**config.mk**
```make
export PLATFORM = sky130hd
export DESIGN_NAME = mult_datapath_flat
export DESIGN_NICKNAME = d
export VERILOG_FILES = /design/src/rtl/mult_datapath_if.sv /design/src/rtl/mult_datapath.sv /design/src/flat_wrapper.sv
export SDC_FILE = /design/constraint.sdc
export NUM_CORES = 1
export LEC_CHECK = 0
export ABC_AREA = 1
export CAP_MARGIN = 15
export CORE_MARGIN = 5
export CORE_UTILIZATION = 55
export DETAILED_ROUTE_END_ITERATION = 8
export HOLD_SLACK_MARGIN = 0.02
export PLACE_DENSITY = 0.83
export SYNTH_ARGS = -nofsm -noshare
export SYNTH_HDL_FRONTEND = slang
export SYNTH_SLANG_ARGS = --single-unit
```
**constraint.sdc**
```tcl
create_clock -name clk -period 5.81 [get_ports clk]
set_input_delay 1.743 -clock clk [delete_from_list [all_inputs] [get_ports clk]]
set_output_delay 1.743 -clock clk [all_outputs]
set_load 0.01 [all_outputs]
```
**src/rtl/mult_datapath_if.sv**
```systemverilog
// Control/status bundle for the shift-add multiplier datapath.
// Latency: none (wires only).
// Backpressure: none; the master sequences controls cycle by cycle.
interface mult_datapath_if #(
  parameter int WIDTH = 32
);
  logic                 load;
  logic [WIDTH-1:0]     multiplicand_in;
  logic [WIDTH-1:0]     multiplier_in;
  logic                 add_product;
  logic                 shift_right;
  logic                 write;
  logic                 product_0;
  logic                 is_32;
  logic [2*WIDTH-1:0]   result;
  logic                 done;

  // Sequencer side: drives operands and per-cycle controls, watches status.
  modport master (
    output load, multiplicand_in, multiplier_in, add_product, shift_right, write,
    input  product_0, is_32, result, done
  );

  // Datapath side.
  modport slave (
    input  load, multiplicand_in, multiplier_in, add_product, shift_right, write,
    output product_0, is_32, result, done
  );
endinterface

```
**src/rtl/mult_datapath.sv**
```systemverilog
// Unsigned shift-add multiplier datapath; an external sequencer issues the controls.
// Latency: one cycle per iteration, WIDTH iterations, result/done one cycle after write.
// Backpressure: none; iteration controls are ignored once the counter saturates at WIDTH.
// Optional macro MULT_DATAPATH_ITER_OUT_EN exposes the iteration counter as iter_cnt.
module mult_datapath #(
  parameter int WIDTH = 32
) (
  input  logic                 clk,
  input  logic                 Clr,
  mult_datapath_if.slave       bus
`ifdef MULT_DATAPATH_ITER_OUT_EN
  ,
  output logic [$clog2(WIDTH):0] iter_cnt
`endif
);

  localparam int CW = $clog2(WIDTH) + 1;
  localparam logic [CW-1:0] WIDTH_C = CW'(WIDTH);
  localparam logic [CW-1:0] ONE_C   = CW'(1);

  logic [WIDTH-1:0]   mcand_q,  mcand_d;
  logic [2*WIDTH-1:0] prod_q,   prod_d;
  logic               carry_q,  carry_d;
  logic [CW-1:0]      cnt_q,    cnt_d;
  logic [2*WIDTH-1:0] result_q, result_d;
  logic               done_q,   done_d;

  logic [WIDTH:0]     sum;
  logic               sat;

  // High half plus multiplicand, one bit wider so the carry is never lost.
  assign sum = {1'b0, prod_q[2*WIDTH-1:WIDTH]} + {1'b0, mcand_q};
  assign sat = (cnt_q == WIDTH_C);

  // Next-state: load wins over iteration controls; saturated counter freezes the product.
  always_comb begin
    mcand_d  = mcand_q;
    prod_d   = prod_q;
    carry_d  = carry_q;
    cnt_d    = cnt_q;
    result_d = result_q;
    done_d   = 1'b0;

    if (bus.load) begin
      mcand_d = bus.multiplicand_in;
      prod_d  = {{WIDTH{1'b0}}, bus.multiplier_in};
      carry_d = 1'b0;
      cnt_d   = '0;
    end else if (!sat) begin
      if (bus.add_product && bus.shift_right) begin
        // Shift the post-add value in the same cycle: {sum, low} >> 1.
        prod_d  = {sum, prod_q[WIDTH-1:1]};
        carry_d = 1'b0;
        cnt_d   = cnt_q + ONE_C;
      end else if (bus.add_product) begin
        prod_d  = {sum[WIDTH-1:0], prod_q[WIDTH-1:0]};
        carry_d = sum[WIDTH];
      end else if (bus.shift_right) begin
        prod_d  = {carry_q, prod_q[2*WIDTH-1:1]};
        carry_d = 1'b0;
        cnt_d   = cnt_q + ONE_C;
      end
    end

    // Commit captures the product as held before this edge, even alongside load.
    if (bus.write) begin
      result_d = prod_q;
      done_d   = 1'b1;
    end
  end

  // State registers with synchronous clear overriding every control.
  always_ff @(posedge clk) begin
    if (Clr) begin
      mcand_q  <= '0;
      prod_q   <= '0;
      carry_q  <= 1'b0;
      cnt_q    <= '0;
      result_q <= '0;
      done_q   <= 1'b0;
    end else begin
      mcand_q  <= mcand_d;
      prod_q   <= prod_d;
      carry_q  <= carry_d;
      cnt_q    <= cnt_d;
      result_q <= result_d;
      done_q   <= done_d;
    end
  end

  assign bus.product_0 = prod_q[0];
  assign bus.is_32     = sat;
  assign bus.result    = result_q;
  assign bus.done      = done_q;

`ifdef MULT_DATAPATH_ITER_OUT_EN
  assign iter_cnt = cnt_q;
`endif

endmodule

```
**src/flat_wrapper.sv**
```systemverilog
// flat-port wrapper written by rule: the top's interface ports become plain ports
module mult_datapath_flat 
#(
  parameter int WIDTH = 32
)
  (clk, Clr, bus_load, bus_multiplicand_in, bus_multiplier_in, bus_add_product, bus_shift_right, bus_write, bus_product_0, bus_is_32, bus_result, bus_done);
  mult_datapath_if #(.WIDTH(WIDTH)) bus_i ();
  input  logic clk;
  input  logic Clr;
  input wire logic [$bits(bus_i.load)-1:0] bus_load;
  input wire logic [$bits(bus_i.multiplicand_in)-1:0] bus_multiplicand_in;
  input wire logic [$bits(bus_i.multiplier_in)-1:0] bus_multiplier_in;
  input wire logic [$bits(bus_i.add_product)-1:0] bus_add_product;
  input wire logic [$bits(bus_i.shift_right)-1:0] bus_shift_right;
  input wire logic [$bits(bus_i.write)-1:0] bus_write;
  output wire logic [$bits(bus_i.product_0)-1:0] bus_product_0;
  output wire logic [$bits(bus_i.is_32)-1:0] bus_is_32;
  output wire logic [$bits(bus_i.result)-1:0] bus_result;
  output wire logic [$bits(bus_i.done)-1:0] bus_done;
  assign bus_i.load = bus_load;
  assign bus_i.multiplicand_in = bus_multiplicand_in;
  assign bus_i.multiplier_in = bus_multiplier_in;
  assign bus_i.add_product = bus_add_product;
  assign bus_i.shift_right = bus_shift_right;
  assign bus_i.write = bus_write;
  assign bus_product_0 = bus_i.product_0;
  assign bus_is_32 = bus_i.is_32;
  assign bus_result = bus_i.result;
  assign bus_done = bus_i.done;
  mult_datapath #(.WIDTH(WIDTH)) u_core (.clk(clk), .Clr(Clr), .bus(bus_i));
endmodule
```
Word-level counts from Yosys, hierarchy flattened
Cells that the tools add are included.
{"block": "op_classes", "addsub": 2, "mul": 0, "n_div": 0, "n_lt_le_gt_ge": 0, "n_eq_ne": 4, "shift": 0, "n_mux": 12, "bitwise": 1, "n_reduce_logical": 8}
{"op": "2-to-1 mux 64 bit", "n": 3}
{"op": "2-to-1 mux 32 bit", "n": 2}
{"op": "adder 32 x 32 -> 33 bit", "n": 1}
{"op": "2-to-1 mux 6 bit", "n": 3}
{"op": "adder 6 x 1 -> 6 bit, second input constant", "n": 1}
{"op": "equality test 6 bit, second input constant", "n": 1}
{"op": "AND reduction 3 bit", "n": 2}
{"op": "nonzero test 3 bit", "n": 2}
{"op": "2-to-1 mux 1 bit", "n": 4}
{"op": "inequality test 3 x 2 -> 1 bit, second input constant", "n": 1}
{"op": "inequality test 2 x 1 -> 1 bit, second input constant", "n": 1}
{"op": "inequality test 2 bit, second input constant", "n": 1}
{"op": "AND reduction 2 bit", "n": 1}
{"op": "nonzero test 2 bit", "n": 1}
{"op": "OR reduction 2 bit", "n": 1}
{"op": "logical AND 1 bit", "n": 1}
{"op": "inverter 1 bit", "n": 1}
{"block": "totals", "ff_bits": 168, "latchBits": 0, "ramBits": 0, "rom_bits": 0, "output_inout_bits": 67, "mem_count": 0}

Longest topological paths before layout
{"block": "logic_depth", "word_depth": 5, "mapped_depth": 15}

Least setup slack after synthesis
No wires, ideal clock.
{"block": "synth_timing", "kind": "input -> register", "startpoint": "in Clr", "endpoint": "reg u_core.result_q[58] (netlist: u_core.bus.result[58])", "setup_time_ns": 0.116, "arrival_time_ns": 2.547, "required_ns": 5.694, "slack_ns": 3.147, "stages": 6, "n_path_buf": 3, "path_cell_list": "clkbuf_1 -> inv_1 -> buf_2 -> clkbuf_1 -> o21ai_0 -> nor2_1"}
{"element": "from (decl)", "line": "flat_wrapper.sv:9", "text": "input logic Clr;"}
{"element": "to (signal assigned)", "line": "mult_datapath.sv:86", "text": "result_q <= result_d;"}
{"element": "to (decl)", "line": "mult_datapath.sv:25", "text": "logic [2*WIDTH-1:0] result_q, result_d;"}

Worst setup path after layout
{"block": "layout_timing", "startpoint": "in bus_add_product", "endpoint": "reg u_core.prod_q[40]"}
{"block": "layout_via", "elab_chain_cells": 3, "word_cells_on_any_way": 5}
{"element": "from (decl)", "line": "flat_wrapper.sv:13", "text": "input wire logic [$bits(bus_i.add_product)-1:0] bus_add_product;"}
{"element": "logical AND 1 bit", "line": "mult_datapath.sv:50", "text": "if (bus.add_product && bus.shift_right) begin"}
{"element": "nonzero test 3 bit (no line)"}
{"element": "AND reduction 2 bit (no line)"}
{"element": "to (signal assigned)", "line": "mult_datapath.sv:83", "text": "prod_q <= prod_d;"}
{"element": "to (decl)", "line": "mult_datapath.sv:22", "text": "logic [2*WIDTH-1:0] prod_q, prod_d;"}
Several ways; a longest one is shown, not always the timed one. The select of a mux whose other input is x is not followed.
A chain may end at the register's enable or synchronous reset.

==> flow_metrics.py <==
metrics = {
    "routing": {
        "drtAntennaViolNets": 0,
        "drc": 0,
        "firstDrtPassIters": 5,
        "wirelength_um": 27000,
        "vias_per_cell": 5.38,
        "drt_iter0_drc": 759,
        "wl_per_cell_um": 15.5,
        "vias": 9375,
    },
    "logic_synthesis": {
        "yosys.area.top_type": "dfxtp_1",
        "synthArstFlopShare_pct": 0,
        "synth_flop_cell": "dfxtp_1",
        "syn_inst": 1409,
        "synth_cell_types": 41,
        "syn_nets": 1514,
        "synthTopCellsByArea": "dfxtp_1 37%, nand2_1 14%, nor2_1 11%",
        "netlist.area_leader.share_pct": 37.0,
        "ys_warn_count": 0,
        "yosys-top-cells-count": "340 x nand2_1, 257 x nor2_1, 168 x dfxtp_1",
        "syn_area_um2": 9090,
        "synth.avg_cell_area_um2": 6.45,
        "synth_edf_count": 0,
        "yosysSeqAreaShare_pct": 37.0,
        "synth.most_common_cell": "nand2_1",
        "ys_seq_elements": 168,
    },
    "min_path": {
        "hold_class": "reg2reg",
        "hold_depth": 1,
    },
    "grt": {
        "grt_usage_pct": 27.7,
        "grt_start_max_net_pins": 74,
        "grt_pass1_vias": 9060,
        "grt_first_pass_wirelength_um": 44400,
        "overflow": 0,
        "antenna_found_initial": 0,
    },
    "clocking": {
        "clk_path_buf_depth": 2,
        "cts_max_level": 4,
        "post-cts-setup-buffers": 0,
        "cts_made_buffers": 17,
        "cts-root-buf": "clkbuf_16",
        "cts_hold_buf": 0,
        "cts_tree": "done",
        "clk_latency_ns": 0.44,
        "clk_pin_slew_ns": 0.08,
        "cts_sinks": 168,
        "cts.repair.resized": 0,
    },
    "status": {
        "status": "completed",
    },
    "worst_setup_path": {
        "critPathMaxFanout": 29,
        "required_ns": 6.15,
        "startpoint_type": "primary input",
        "crit_type": "in2reg",
        "reg2reg_depth": 15,
        "rrSetupSlack_ns": 3.44,
        "endpoint_kind": "flip-flop",
        "crit_arrival_ns": 4.24,
    },
    "floorplanning": {
        "start_util_pct": 55.4,
        "io_pins": 137,
        "dieWidth_um": 139,
        "die_area_um2": 19200,
        "core_area_um2": 16400,
        "placement_rows": 47,
        "die_y_um": 139,
    },
    "place": {
        "dp_hpwl_um": 18800,
        "placed_area_um2": 10500,
        "place.gp.congestion": 0.937,
        "portBuffers": 136,
    },
    "timing": {
        "max_slew_margin_pct": 39.7,
        "fmax_mhz": 256,
        "rsz0062_at_grt": "false",
        "hold_violations": 0,
        "min_period_ns": 3.90,
        "hold_ws_ns": 0.454,
        "final-max-slew-violation-count": 0,
        "fin_setup_tns_ns": 0,
        "worst_clock_skew_ns": 0.0134,
        "tightest_slew_ns": 0.900,
        "timing.final.crit_share_pct": 67.2,
        "finalSetupViolCount": 0,
    },
    "power_and_ir_drop": {
        "powerDensity_nw_per_um2": 256,
        "total_power_uw": 2840,
        "peakVddDrop_mv": 0.210,
        "leakage_uw": 0.00534,
    },
    "finish": {
        "final_layout_size_suffix_gt1_share_pct": 4.72,
        "syn2layout_area_growth_pct": 22.1,
        "nFillCells": 1473,
        "stdcell_area_um2": 11100,
        "fin_nets": 1616,
        "n_antenna_cell": 0,
    },
    "run": {
        "cap_violations": 0,
    },
}
critical path: stages:
cell	delay, ns
clkdlybuf4s50_1	0.57
inv_2	0.29
nor2_4	0.65
inv_2	0.20
nor2_1	0.33
inv_1	0.10
o22ai_1	0.14
a21oi_1	0.08
nor2_1	0.13
cells by family (layout without fill, tap and decap cells):
family / Yosys count / after routing / share of synthesized area (%)
AND/OR/NAND/NOR: 724 / 724 / 32.6
AO/OA/AOI/OAI: 239 / 239 / 14.4
buffers and inverters: 230 / 345 / 9.88
flip-flops: 168 / 168 / 37.0
adder cells (fa/ha/maj): 35 / 35 / 4.90
XOR/XNOR: 13 / 13 / 1.25
worst paths after layout:
kind,from,end
setup / recovery,bus_add_product,u_core.prod_q[40]
hold / removal,u_core.cnt_q[5],u_core.cnt_q[5]
setup reg to reg,u_core.prod_q[32],u_core.prod_q[56]
hold reg to reg,u_core.cnt_q[5],u_core.cnt_q[5]
metrics by stage:
step / setup slack (ns) / cells / utilization [%]
after CTS: 1.97 / 1744 / 67.7
after global placement: 1.71 / 1712 / 64.1
after global routing: 1.65 / 1744 / 67.7
final: 1.91 / 1744 / 67.7
after detailed placement: 1.54 / 1712 / 64.1
after floorplan: 3.15 / 1409 / -
flip-flops by register name, summed over array words and instances (netlist names):
| name | count |
|---|---|
| u_core.bus.result | 64 |
| u_core.prod_q | 64 |
| u_core.mcand_q | 32 |
| u_core.cnt_q | 6 |
| u_core.bus.done | 1 |
| u_core.carry_q | 1 |
area by class of cell:
class / instances / area [um^2] / share of cell area (%)
multi-input cells: 1011 / 4830 / 43.5
inverters: 169 / 634 / 5.71
clock buffers: 18 / 439 / 3.95
clock inverters: 14 / 150 / 1.35
flip-flops and latches: 168 / 3360 / 30.3
repair buffers: 144 / 1410 / 12.7
well taps: 220 / 275 / 2.48
layout by cell type, fill, tap and decap left out, types with 11 or more instances in the layout:
cell	instances
nand2_1	340
nor2_1	257
dfxtp_1	168
inv_1	155
clkdlybuf4s50_1	134
o21ai_0	105
nand3_1	89
a21oi_1	80
ha_1	34
a31oi_1	18
clkbuf_16	17
inv_2	12
a22oi_1	11
layer usage:
metal  GRT usage, %  routed length [um]  share of wire (%)  up-vias
li1               -                   -                  -     4694
met1           36.2               12200                 45     4336
met2           47.0               12800                 47      310
met3           5.14                1440                5.3       35
met4           7.59                 481                1.8        0
met5              0                   0                  0        -
report_power, final:
group	leakage, uW	internal, uW	switching, uW
Combinational	0.00367	190	255
Sequential	0.00138	1220	45.7
Clock	0.000288	587	546
Total	0.00534	1990	847
Power figures use the tool's default switching activity.
